$ cat config.mk
export PLATFORM = sky130hd
export DESIGN_NAME = tmds_encoder_3ch
export DESIGN_NICKNAME = d
export VERILOG_FILES = /design/src/rtl/tmds_pkg.sv /design/src/rtl/tmds_encoder_ch.sv /design/src/rtl/tmds_encoder_3ch.sv
export SDC_FILE = /design/constraint.sdc
export NUM_CORES = 1
export LEC_CHECK = 0
export ABC_AREA = 1
export CAP_MARGIN = 20
export CELL_PAD_IN_SITES_DETAIL_PLACEMENT = 1
export CELL_PAD_IN_SITES_GLOBAL_PLACEMENT = 1
export CORE_ASPECT_RATIO = 1.75
export CORE_MARGIN = 1
export CORE_UTILIZATION = 47
export DETAILED_ROUTE_END_ITERATION = 16
export HOLD_SLACK_MARGIN = 0.15
export PLACE_DENSITY_LB_ADDON = 0.1
export SYNTH_ARGS = -nofsm -noshare
export SYNTH_HDL_FRONTEND = slang
export SYNTH_HIERARCHICAL = 1
export SYNTH_SLANG_ARGS = --single-unit
export TNS_END_PERCENT = 100
$ cat constraint.sdc
create_clock -name pixclk -period 13.6 [get_ports pixclk]
set_clock_uncertainty 0.05 [all_clocks]
set_input_delay 2.72 -clock pixclk [delete_from_list [all_inputs] [get_ports pixclk]]
set_output_delay 2.72 -clock pixclk [all_outputs]
set_load 0.02 [all_outputs]
$ cat src/rtl/tmds_pkg.sv
// Shared TMDS constants, stage-1 record type and the popcount helper used by
// every encoder channel.
package tmds_pkg;

   localparam int unsigned CNT_W = 5;

   localparam logic [9:0] CTRL_00   = 10'b1101010100;
   localparam logic [9:0] CTRL_01   = 10'b0010101011;
   localparam logic [9:0] CTRL_10   = 10'b0101010100;
   localparam logic [9:0] CTRL_11   = 10'b1010101011;
   localparam logic [9:0] RESET_SYM = CTRL_00;

   typedef struct packed {
      logic [8:0] qm;
      logic [3:0] n1;
      logic       de;
      logic       c1;
      logic       c0;
   } tmds_s1_t;

   function automatic logic [3:0] popcount8(input logic [7:0] v);
      logic [3:0] n;
      n = '0;
      for (int unsigned i = 0; i < 8; i++) begin
         n = n + {3'b000, v[i]};
      end
      return n;
   endfunction

endpackage

$ cat src/rtl/tmds_encoder_ch.sv
// Single-channel TMDS 8b/10b encoder: stage 1 builds q_m, stage 2 applies
// DC balancing with a per-channel running disparity counter.
module tmds_encoder_ch
   import tmds_pkg::*;
(
   input  logic       i_clk,
   input  logic       i_rst_n,
   input  logic [7:0] i_d,
   input  logic       i_de,
   input  logic       i_c1,
   input  logic       i_c0,
   output logic [9:0] o_sym
);

   logic [3:0]              w_n1d;
   logic                    w_use_xnor;
   logic [8:0]              w_qm;
   tmds_s1_t                r_s1;
   logic signed [CNT_W-1:0] r_cnt;
   logic signed [CNT_W-1:0] w_cnt_nxt;
   logic signed [CNT_W-1:0] w_diff;
   logic [CNT_W-1:0]        w_n1x2;
   logic                    w_cnt_pos;
   logic                    w_cnt_neg;
   logic                    w_q8;
   logic [9:0]              r_sym;
   logic [9:0]              w_sym_nxt;

   always_comb begin
      w_n1d      = popcount8(i_d);
      w_use_xnor = (w_n1d > 4'd4) || ((w_n1d == 4'd4) && !i_d[0]);
      w_qm       = '0;
      w_qm[0]    = i_d[0];
      for (int unsigned i = 1; i < 8; i++) begin
         w_qm[i] = w_use_xnor ? ~(w_qm[i-1] ^ i_d[i]) : (w_qm[i-1] ^ i_d[i]);
      end
      w_qm[8]    = ~w_use_xnor;
   end

   always_ff @(posedge i_clk) begin
      if (!i_rst_n) begin
         r_s1 <= '0;
      end else begin
         r_s1 <= '{qm: w_qm, n1: popcount8(w_qm[7:0]), de: i_de, c1: i_c1, c0: i_c0};
      end
   end

   always_comb begin
      w_q8      = r_s1.qm[8];
      // N1 - N0 = 2*N1 - 8, kept modulo 2^CNT_W like the counter itself
      w_n1x2    = {r_s1.n1, 1'b0};
      w_diff    = $signed(w_n1x2 - 5'd8);
      w_cnt_pos = !r_cnt[CNT_W-1] && (r_cnt != '0);
      w_cnt_neg = r_cnt[CNT_W-1];
      w_sym_nxt = RESET_SYM;
      w_cnt_nxt = '0;
      if (!r_s1.de) begin
         case ({r_s1.c1, r_s1.c0})
            2'b00:   w_sym_nxt = CTRL_00;
            2'b01:   w_sym_nxt = CTRL_01;
            2'b10:   w_sym_nxt = CTRL_10;
            default: w_sym_nxt = CTRL_11;
         endcase
      end else if ((r_cnt == '0) || (r_s1.n1 == 4'd4)) begin
         w_sym_nxt = {~w_q8, w_q8, w_q8 ? r_s1.qm[7:0] : ~r_s1.qm[7:0]};
         w_cnt_nxt = w_q8 ? (r_cnt + w_diff) : (r_cnt - w_diff);
      end else if ((w_cnt_pos && (r_s1.n1 > 4'd4)) || (w_cnt_neg && (r_s1.n1 < 4'd4))) begin
         w_sym_nxt = {1'b1, w_q8, ~r_s1.qm[7:0]};
         w_cnt_nxt = r_cnt + (w_q8 ? 5'sd2 : 5'sd0) - w_diff;
      end else begin
         w_sym_nxt = {1'b0, w_q8, r_s1.qm[7:0]};
         w_cnt_nxt = r_cnt + w_diff - (w_q8 ? 5'sd0 : 5'sd2);
      end
   end

   always_ff @(posedge i_clk) begin
      if (!i_rst_n) begin
         r_sym <= RESET_SYM;
         r_cnt <= '0;
      end else begin
         r_sym <= w_sym_nxt;
         r_cnt <= w_cnt_nxt;
      end
   end

   assign o_sym = r_sym;

endmodule

$ cat src/rtl/tmds_encoder_3ch.sv
// Three-channel DVI TMDS encoder; sync is carried on blue, red/green send
// the C1C0=00 control symbol during blanking.
module tmds_encoder_3ch #(
   parameter int unsigned PIPE_LAT = 2
) (
   input  logic       pixclk,
   input  logic       rst_n,
   input  logic [7:0] red,
   input  logic [7:0] green,
   input  logic [7:0] blue,
   input  logic       de,
   input  logic       hsync,
   input  logic       vsync,
   output logic [9:0] TMDS_red,
   output logic [9:0] TMDS_green,
   output logic [9:0] TMDS_blue
);

   if (PIPE_LAT != 2) begin : g_lat_check
      $error("tmds_encoder_3ch: only PIPE_LAT=2 is supported");
   end

   tmds_encoder_ch u_red (
      .i_clk   (pixclk),
      .i_rst_n (rst_n),
      .i_d     (red),
      .i_de    (de),
      .i_c1    (1'b0),
      .i_c0    (1'b0),
      .o_sym   (TMDS_red)
   );

   tmds_encoder_ch u_green (
      .i_clk   (pixclk),
      .i_rst_n (rst_n),
      .i_d     (green),
      .i_de    (de),
      .i_c1    (1'b0),
      .i_c0    (1'b0),
      .o_sym   (TMDS_green)
   );

   tmds_encoder_ch u_blue (
      .i_clk   (pixclk),
      .i_rst_n (rst_n),
      .i_d     (blue),
      .i_de    (de),
      .i_c1    (vsync),
      .i_c0    (hsync),
      .o_sym   (TMDS_blue)
   );

endmodule

Word-level counts from Yosys, hierarchy flattened
Cells that the tools add are included.
{"block": "totals", "reg_bits": 87, "inputBits": 29, "output_inout_bits": 30}
{"block": "classes", "addsub": 60, "n_lt_le_gt_ge": 9, "n_eq_ne": 12, "n_mux": 51, "bitwise": 51, "n_reduce_logical": 37}
{"operator": "4-bit by 1-bit adder with 4-bit output", "n": 36}
{"operator": "10-bit two-way mux", "n": 9}
{"operator": "10-bit one-hot mux with 3 select lines", "n": 3}
{"operator": "5-bit two-way mux", "n": 9}
{"operator": "5-bit subtractor", "n": 9}
{"operator": "5-bit adder", "n": 6}
{"operator": "1-bit inverter", "n": 27}
{"operator": "4-bit by 3-bit == test with 1-bit output, second input constant", "n": 6}
{"operator": "4-bit by 3-bit > comparator with 1-bit output, second input constant", "n": 6}
{"operator": "8-bit two-way mux", "n": 3}
{"operator": "8-bit inverter", "n": 3}
{"operator": "1-bit two-way mux", "n": 21}
{"operator": "1-bit XOR", "n": 21}
{"operator": "5-bit zero test", "n": 3}
{"operator": "5-bit nonzero test", "n": 3}
{"operator": "5-bit by 4-bit subtractor with 5-bit output, second input constant", "n": 3}
{"operator": "1-bit by 1-bit adder with 2-bit output", "n": 6}
{"operator": "1-bit logical AND", "n": 12}
{"operator": "4-bit by 3-bit less-than comparator with 1-bit output, second input constant", "n": 3}
{"operator": "2-bit two-way mux", "n": 6}
{"operator": "1-bit logical OR", "n": 9}
{"operator": "1-bit zero test", "n": 6}
{"operator": "2-bit by 1-bit == test with 1-bit output, both inputs constant", "n": 2}
{"operator": "2-bit == test, both inputs constant", "n": 2}
{"operator": "5 further kinds", "n": 6}

Longest topological paths before layout
Gate-level depths: netlist of run 1.
{"block": "depth", "ltp_word": 30, "mapped_depth": 29}

Modules after synthesis
The synthesis of run 1 kept the hierarchy.
{"module": "tmds_encoder_ch at u_blue", "n_inst": 1, "cells_per_inst": 293, "area_each_um2": 2249.7}
{"module": "tmds_encoder_ch at u_red", "n_inst": 1, "cells_per_inst": 296, "area_each_um2": 2239.6}
{"module": "tmds_encoder_ch at u_green", "n_inst": 1, "cells_per_inst": 288, "area_each_um2": 2220.9}
{"module": "tmds_encoder_3ch", "n_inst": 1, "cells_per_inst": 1, "area_each_um2": 3.8}

Worst setup path before layout of run 1
OpenSTA, ideal clock, no wires.
{"block": "synth_timing", "path_kind": "input-to-reg", "startpoint": "in green[0]", "endpoint": "reg u_green/r_s1[5] (netlist name)", "setup_ns": 0.119, "arrival_ns": 7.666, "setup_slack_ns": 5.765, "stages": 21, "cell_sequence": "inv_1 fa_1 fa_1 fa_1 inv_1 ha_1 fa_1 nor2_1 nand2_1 a21oi_1 xor2_1 fa_1 xor2_1 inv_1 ha_1 fa_1 ha_1 inv_1 fa_1 o21ai_0 a21oi_1"}
{"block": "synth_between", "elab_chain_len": 30, "elab_cells_between_ends": 40, "cone_classes": "add/sub (14); order compare (1); eq/ne (1); mux (7); bitwise (14); reduce/logical (3)"}
{"element": "from (decl)", "line_no": "tmds_encoder_3ch.sv:9", "rtl": "input logic [7:0] green,"}
{"element": "parallel branches: the longest is 29 deep, another holds 4-bit by 1-bit adder with 4-bit output"}
{"element": "4-bit by 1-bit adder with 4-bit output (*)", "line_no": "tmds_pkg.sv:25", "rtl": "n = n + {3'b000, v[i]};"}
{"element": "to (signal assigned)", "line_no": "tmds_encoder_ch.sv:44", "rtl": "r_s1 <= '{qm: w_qm, n1: popcount8(w_qm[7:0]), de: i_de, c1: i_c1, c0: i_c0};"}
{"element": "to (decl)", "line_no": "tmds_encoder_ch.sv:18", "rtl": "tmds_s1_t r_s1;"}
Mark *: on every way between the ends.
A chain may end at the register's enable or synchronous reset.

Worst setup path after layout of run 1
{"block": "layout_timing", "startpoint": "in red[0]", "endpoint": "reg u_red/r_s1[5] (netlist name)"}
{"block": "layout_between", "elab_chain_len": 30, "elab_cells_between_ends": 40, "cone_classes": "add/sub (14); order compare (1); eq/ne (1); mux (7); bitwise (14); reduce/logical (3)"}
{"element": "from (decl)", "line_no": "tmds_encoder_3ch.sv:8", "rtl": "input logic [7:0] red,"}
{"element": "parallel branches: the longest is 29 deep, another holds 4-bit by 1-bit adder with 4-bit output"}
{"element": "4-bit by 1-bit adder with 4-bit output (*)", "line_no": "tmds_pkg.sv:25"}
{"element": "to (signal assigned)", "line_no": "tmds_encoder_ch.sv:44"}
{"element": "to (decl)", "line_no": "tmds_encoder_ch.sv:18"}
Marked as above.

==> results of run 1 <==
==> worst max-delay path: cells and delay by family <==
kind	cells	cell delay, ps
AOI/OAI and AO/OA	3	450
adders and majority gates	10	3930
buffers and inverters	6	920
and+or+nand+nor	6	650
==> path summary, 6_finish.rpt <==
path | from | end | slack, ps | depth (start not counted)
worst min-delay path | u_green/r_s1[9] | u_green/o_sym[2] | 470 | 2
worst max register to register | u_red/r_s1[15] | u_red/r_cnt[3] | 11210 | 8
worst max-delay path | red[0] | u_red/r_s1[5] | 5120 | 25
worst min register to register | u_green/r_s1[9] | u_green/o_sym[2] | 470 | 2
==> layout by cell type, fill, tap and decap left out, drive strengths merged <==
cell             n
conb             4
buf              1
bufinv           1
nor2            51
nand2          246
mux2i            1
inv            173
clkinv           2
nor3             2
ha              72
nand3           53
o21bai           3
nand3b           7
clkinvlp         1
o31ai            3
clkdlybuf4s50   58
dfxtp           90
xnor2           14
fa              36
or2             12
o211ai           9
a31oi            7
xor2            23
nand4            2
clkbuf          10
o21ai           30
a21oi           33
==> registers in the layout (all words and copies together), names as in the netlist <==
register       count
u_green/r_s1      16
u_blue/r_cnt       4
u_red/r_s1        16
u_red/r_cnt        4
u_blue/r_s1       16
u_green/o_sym     10
u_red/o_sym       10
u_blue/o_sym      10
u_green/r_cnt      4
==> per-layer routing <==
metal	share of wire	global-route usage	vias to the layer above
met5	0	0	-
met4	0.037	0.113	0
met3	0.017	0.0271	49
met2	0.61	0.525	103
met1	0.34	0.215	2780
li1	-	-	2810
==> power groups by stage <==
stage                     clock network (W)  logic (W)  registers (W)
final                              0.000252    0.00111       0.000375
after global routing               0.000270    0.00127       0.000382
after CTS                          0.000257    0.00113       0.000376
after detailed placement                  0    0.00111       0.000381
after global placement                    0    0.00102       0.000377
after floorplan                           0   0.000819       0.000378
==> layout make-up <==
class                      count  area [um2]  share of cell area
inverter                     171         644              0.0830
clock inverter                 6        72.6             0.00935
multi-input combinational    608        4200               0.542
clock buffer                  10         229              0.0295
tap                          177         221              0.0285
sequential                    90        1800               0.232
timing repair buffer          59         588              0.0758
==> cell families (layout without fill, tap and decap cells) <==
family | Yosys count | count (layout)
DFF | 90 | 90
adders and majority gates | 108 | 108
AOI/OAI and AO/OA | 85 | 85
muxes | 1 | 1
buffers and inverters | 183 | 246
and+or+nand+nor | 373 | 373
other | 1 | 4
xor gates and xnor gates | 37 | 37
==> stage by stage <==
step	cell area (um2)	instances	hold WS [ps]
2_1_floorplan	6730	881	404
3_3_place_gp	7460	1105	435
3_5_place_dp	7460	1105	453
4_1_cts	7760	1121	468
5_1_grt	7760	1121	510
6_report	7760	1121	466
==> run_results.csv, run 1 <==
group,metric,value,unit
layout,insertedDiodeCount,0,
place,numPortBuffers,58,
floorplan,floorplan.initialDensity,0.483,
power_and_ir_drop,power_density,224,nW/um2
layout,final_util,0.558,
yosys,dominant_cell_type_by_area_after_synthesis,"sky130_fd_sc_hd__dfxtp_1",
clocking,cts_made_buffers,9,
yosys,post_synth_xor_area_fraction,0.0505,
yosys,syn_avg_cell_area,7.65,um2
drt,routedWlPerCell,15.5,um
grt,grt_first_pass_wirelength,28700,um
yosys,mappedNetlistArea,6710,um2
yosys,yosysWarnings,6,
sta,layout_min_cycle_time,8480,ps
power_and_ir_drop,sw_frac_of_total,0.480,
grt,largest_net_degree_at_the_start_of_global_routing,28,
floorplan,core-area,13900,um2
yosys,ys_async_sr_fraction,0,
yosys,most_numerous_cell_in_the_yosys_netlist,"sky130_fd_sc_hd__nand2_1",
clocking,clock_latency,340,ps
clocking,cts_max_level,3,
drt,drt_wl_total,17400,um
yosys,synth_common_cells,"sky130_fd_sc_hd__nand2_1 (211), sky130_fd_sc_hd__inv_1 (164), sky130_fd_sc_hd__dfxtp_1 (90)",
clocking,post-cts-setup-buffers,0,
power_and_ir_drop,net-switching-power,0.000836,W
yosys,synth_simple_gate_area_share,0.255,
status,status,"finished, final reports clean",
worst_setup_path,criticalPathCategory,"input pin to flop",
yosys,synth_edf_count,0,
power_and_ir_drop,power.combinational.fraction,0.640,
power_and_ir_drop,total_leakage_power,3.98,nW
power_and_ir_drop,peakVddDrop,0.000117,V
grt,antenna_violations_before_repair,0,
sta,slew_headroom,0.464,
yosys,synth_ff_type,"sky130_fd_sc_hd__dfxtp_1",
clocking,ctsHoldBuffers,0,
yosys,synthTopCellsByArea,"sky130_fd_sc_hd__dfxtp_1 (27%), sky130_fd_sc_hd__ha_1 (13%), sky130_fd_sc_hd__nand2_1 (12%)",
worst_setup_path,end_kind,"flop",
layout,fraction_of_layout_instances_using_a_drive_strength_above_1,0.0890,
flow_run,timing.max_cap.violations,0,
yosys,synth_top_area_frac,0.268,
sta,final.period_utilization,0.624,
sta,timing_max_transition_violations_final,0,
sta,fmaxAchievable,0.118,GHz
clocking,cts_root_buf,"sky130_fd_sc_hd__clkbuf_16",
floorplan,fp.dieArea,14800,um2
yosys,synth_cell_types,39,
sta,timing.final.hold_violations,0,
layout,area.growth.synth_to_final,15.6,%
drt,drt-vias-per-instance,5.12,
clocking,postcts_resize_cnt,0,
power_and_ir_drop,cell_internal_pwr,0.000906,W
grt,grt_pass1_vias,6350,
yosys,synth-adder-area-share,0.242,
drt,ant_nets,0,
floorplan,die_height,160,um
power_and_ir_drop,clkPwrFrac,0.145,
place,hpwlAfterDp,14500,um
place,gpl.final_weighted_congestion,0.869,
sta,final-setup-viol-count,0,
power_and_ir_drop,overall_power_of_the_completed_layout,0.00174,W
worst_setup_path,timing.critical_path.arrival,8660,ps
yosys,main_combinational_cell_family_by_area_after_synthesis,"simple AND/OR/NAND/NOR gates",
power_and_ir_drop,sequentialPowerShare,0.215,
yosys,muxShareOfSynthArea,0.00149,
clocking,cts-root-to-sink-buffers,2,
clocking,tritoncts_clock_tree,"done",
drt,detailroute.via_count,5742,
clocking,cts.clk_slew.worst_paths,70,ps
yosys,synth-seq-cells,90,
clocking,clock_sinks,90,
drt,drc_errors,0,
yosys,synth_compound_gate_area_share,0.0758,
drt,detailedRoute.firstIterationViolations,127,
sta,rsz0062_at_grt,"no",
worst_setup_path,worst_ep_required_time,13780,ps
sta,max_slew.worst_pin.slew,796,ps
floorplan,rows,57,
grt,grt_usage,0.247,
sta,tns,0,ps
floorplan,die-width,92.4,um
worst_setup_path,crit_top_cell,"sky130_fd_sc_hd__fa_1",
worst_setup_path,critPathMaxStageDelay,570,ps
worst_setup_path,cp_max_fo,4,
yosys,share_of_synthesized_area_occupied_by_flip_flops_and_latches,0.268,
drt,drt_first_pass_iters,5,
grt,sum_of_overflow_across_all_layers_after_global_routing,0,
worst_setup_path,crit_slowest_cell,"sky130_fd_sc_hd__fa_1",
worst_setup_path,setup.worst_path.start_class,"input pin",
place,preCtsSetupSlack,4790,ps
floorplan,design.portCount,59,
layout,design.final.nets,1076,
yosys,post_synth_inst_count,878,
sta,setup_ws,5120,ps
hold_path,worst_hold_path_type,"flop to flop",
layout,fillerInstances,1768,
Power figures use the tool's default switching activity.
==> inputs of run 2 (changes only) <==
--- a/config.mk
+++ b/config.mk
@@ -11,7 +11,7 @@
 export CELL_PAD_IN_SITES_GLOBAL_PLACEMENT = 1
 export CORE_ASPECT_RATIO = 1.75
 export CORE_MARGIN = 1
-export CORE_UTILIZATION = 47
+export CORE_UTILIZATION = 44
 export DETAILED_ROUTE_END_ITERATION = 16
 export HOLD_SLACK_MARGIN = 0.15
 export PLACE_DENSITY_LB_ADDON = 0.1
==> constraint.sdc (replaced) <==
create_clock -name pixclk -period 8.1 [get_ports pixclk]
set_clock_uncertainty 0.05 [all_clocks]
set_input_delay 1.62 -clock pixclk [delete_from_list [all_inputs] [get_ports pixclk]]
set_output_delay 1.62 -clock pixclk [all_outputs]
set_load 0.02 [all_outputs]
==> run_results.csv, run 2 (synthesized netlist as in run 1, its figures left out) <==
group,metric,value,unit
worst_setup_path,end_kind,"flop",
clocking,postcts_resize_cnt,0,
floorplan,fp.dieArea,15800,um2
layout,mostFrequentLayoutCells,"sky130_fd_sc_hd__nand2_1 (211), sky130_fd_sc_hd__inv_1 (164), sky130_fd_sc_hd__dfxtp_1 (90)",
clocking,clock_latency,340,ps
sta,fmaxAchievable,0.134,GHz
drt,drc_errors,0,
layout,design.final.nets,1076,
hold_path,whs_path_depth,2,
floorplan,design.portCount,59,
grt,grt_first_pass_wirelength,28100,um
place,numPortBuffers,58,
worst_setup_path,crit_slowest_cell,"sky130_fd_sc_hd__fa_1",
worst_setup_path,cp_cell_sequence,"clkdlybuf4s50_1 -> inv_1 -> fa_1 -> fa_1 -> fa_1 -> inv_1 -> ha_1 -> fa_1 -> nor2_1 -> nand2_1 -> a21oi_1 -> nand2_1 -> nand2_1 -> fa_1 -> xor2_1 -> inv_1 -> ha_1 -> fa_1 -> ha_1 -> inv_1 -> fa_1 -> o21ai_0 -> a21oi_1",
sta,tns,0,ps
worst_setup_path,r2r_end,"u_red/r_cnt[3]",
clocking,cts.clk_slew.worst_paths,60,ps
layout,insertedDiodeCount,0,
sta,timing_max_transition_violations_final,0,
layout,final_common_cell,"sky130_fd_sc_hd__nand2_1",
clocking,cts-root-to-sink-buffers,2,
drt,detailroute.via_count,5725,
floorplan,die-width,95.4,um
worst_setup_path,crit-reg2reg-launch,"u_red/r_s1[15]",
power_and_ir_drop,peakVddDrop,0.000132,V
floorplan,rows,59,
clocking,cts_made_buffers,9,
worst_setup_path,setup.worst_path.start_class,"input pin",
clocking,cts_max_level,3,
place,hpwlAfterDp,14300,um
layout,top_regs,"u_blue/r_s1 (16), u_green/r_s1 (16), u_red/r_s1 (16)",
place,gpl.final_weighted_congestion,0.829,
sta,rsz0062_at_grt,"no",
drt,detailedRoute.firstIterationViolations,123,
layout,fraction_of_layout_instances_using_a_drive_strength_above_1,0.0879,
worst_setup_path,critPathMaxStageDelay,560,ps
grt,sum_of_overflow_across_all_layers_after_global_routing,0,
power_and_ir_drop,total_leakage_power,3.96,nW
drt,drt_first_pass_iters,4,
worst_setup_path,worst_ep_required_time,8280,ps
clocking,cts_root_buf,"sky130_fd_sc_hd__clkbuf_16",
worst_setup_path,cp_max_fo,4,
worst_setup_path,timing.critical_path.arrival,7640,ps
sta,final.period_utilization,0.921,
worst_setup_path,timing.critical_path.max_delay_family,"adder cells",
clocking,post-cts-setup-buffers,0,
drt,routedWlPerCell,15.0,um
clocking,tritoncts_clock_tree,"done",
sta,max_slew.worst_pin.slew,874,ps
drt,ant_nets,0,
sta,final-setup-viol-count,0,
sta,layout_min_cycle_time,7460,ps
hold_path,worst_hold_path_type,"flop to flop",
clocking,clock_sinks,90,
floorplan,floorplan.initialDensity,0.450,
layout,area.growth.synth_to_final,15.3,%
floorplan,die_height,165,um
floorplan,core-area,14900,um2
sta,slew_headroom,0.411,
hold_path,holdPathEnd,"u_red/o_sym[6]",
worst_setup_path,r2r_cells,8,
drt,drt-vias-per-instance,5.08,
grt,largest_net_degree_at_the_start_of_global_routing,28,
power_and_ir_drop,overall_power_of_the_completed_layout,0.00289,W
grt,grt_usage,0.232,
worst_setup_path,slack_of_the_worst_reg_to_reg_path,5690,ps
sta,timing.final.hold_violations,0,
drt,drt_wl_total,16900,um
status,status,"finished, final reports clean",
grt,grt_pass1_vias,6362,
grt,antenna_violations_before_repair,0,
clocking,ctsHoldBuffers,0,
hold_path,worst_min_path_start,"u_red/r_s1[13]",
power_and_ir_drop,power_density,373,nW/um2
worst_setup_path,cp_num_buf_inv,5,
worst_setup_path,crit_top_cell,"sky130_fd_sc_hd__fa_1",
flow_run,timing.max_cap.violations,0,
layout,fillerInstances,1891,
worst_setup_path,criticalPathCategory,"input pin to flop",
## run 2: changes by cell type in the layout (fill, tap and decap cells not counted)
| cell | change |
|---|---|
| sky130_fd_sc_hd__clkinv_4 | -1 |
| sky130_fd_sc_hd__clkinvlp_4 | +2 |
| sky130_fd_sc_hd__clkbuf_1 | +1 |
| sky130_fd_sc_hd__bufinv_16 | -1 |
| sky130_fd_sc_hd__inv_6 | -1 |
## run 2: worst reg2reg max path: stages, from the launching register on
cell,delay [ps]
sky130_fd_sc_hd__dfxtp_1,500
sky130_fd_sc_hd__inv_1,210
sky130_fd_sc_hd__fa_1,560
sky130_fd_sc_hd__inv_1,80
sky130_fd_sc_hd__fa_1,390
sky130_fd_sc_hd__xnor2_1,220
sky130_fd_sc_hd__o211ai_1,140
sky130_fd_sc_hd__o211ai_1,100
sky130_fd_sc_hd__inv_1,60
## run 2: power by group
part           switching (W)  internal (W)
clock network       0.000181      0.000210
logic                0.00113      0.000736
registers          0.0000872      0.000540
total                0.00140       0.00149
## run 2: how the worst max path moves through the flow
stage,depth (start not counted),slack [ps],from,to
after global routing,23,220,green[0],u_green/r_s1[5]
final,23,640,green[0],u_green/r_s1[5]
after floorplan,21,1360,green[0],u_green/r_s1[5]
after detailed placement,22,320,green[0],u_green/r_s1[5]
after global placement,22,560,green[0],u_green/r_s1[5]
after CTS,23,620,green[0],u_green/r_s1[5]
## run 2: stage by stage
stage               std cells  hold WS, ps  instance area, um2  worst slack, ps   util
floorplan                 881          404                6730             1360      -
global placement         1111          444                7470              556  0.501
detailed placement       1111          457                7470              320  0.501
CTS                      1127          466                7740              615  0.519
global route             1127          483                7740              223  0.519
finish                   1127          464                7740              637  0.519
## run 2: final cells by class
class                           count  area, um2  area share
Clock inverter                      5       40.0     0.00517
Tap cell                          183        229      0.0296
Inverter                          171        644      0.0833
Multi-Input combinational cell    608       4200       0.543
Timing Repair Buffer               59        588      0.0760
Clock buffer                       11        233      0.0301
Sequential cell                    90       1800       0.233
## run 2: metal layers
layer | up-vias | GRT usage | share of wire
li1 | 2804 | - | -
met1 | 2776 | 0.195 | 0.33
met2 | 92 | 0.489 | 0.60
met3 | 53 | 0.0316 | 0.021
met4 | 0 | 0.123 | 0.046
met5 | - | 0 | 0
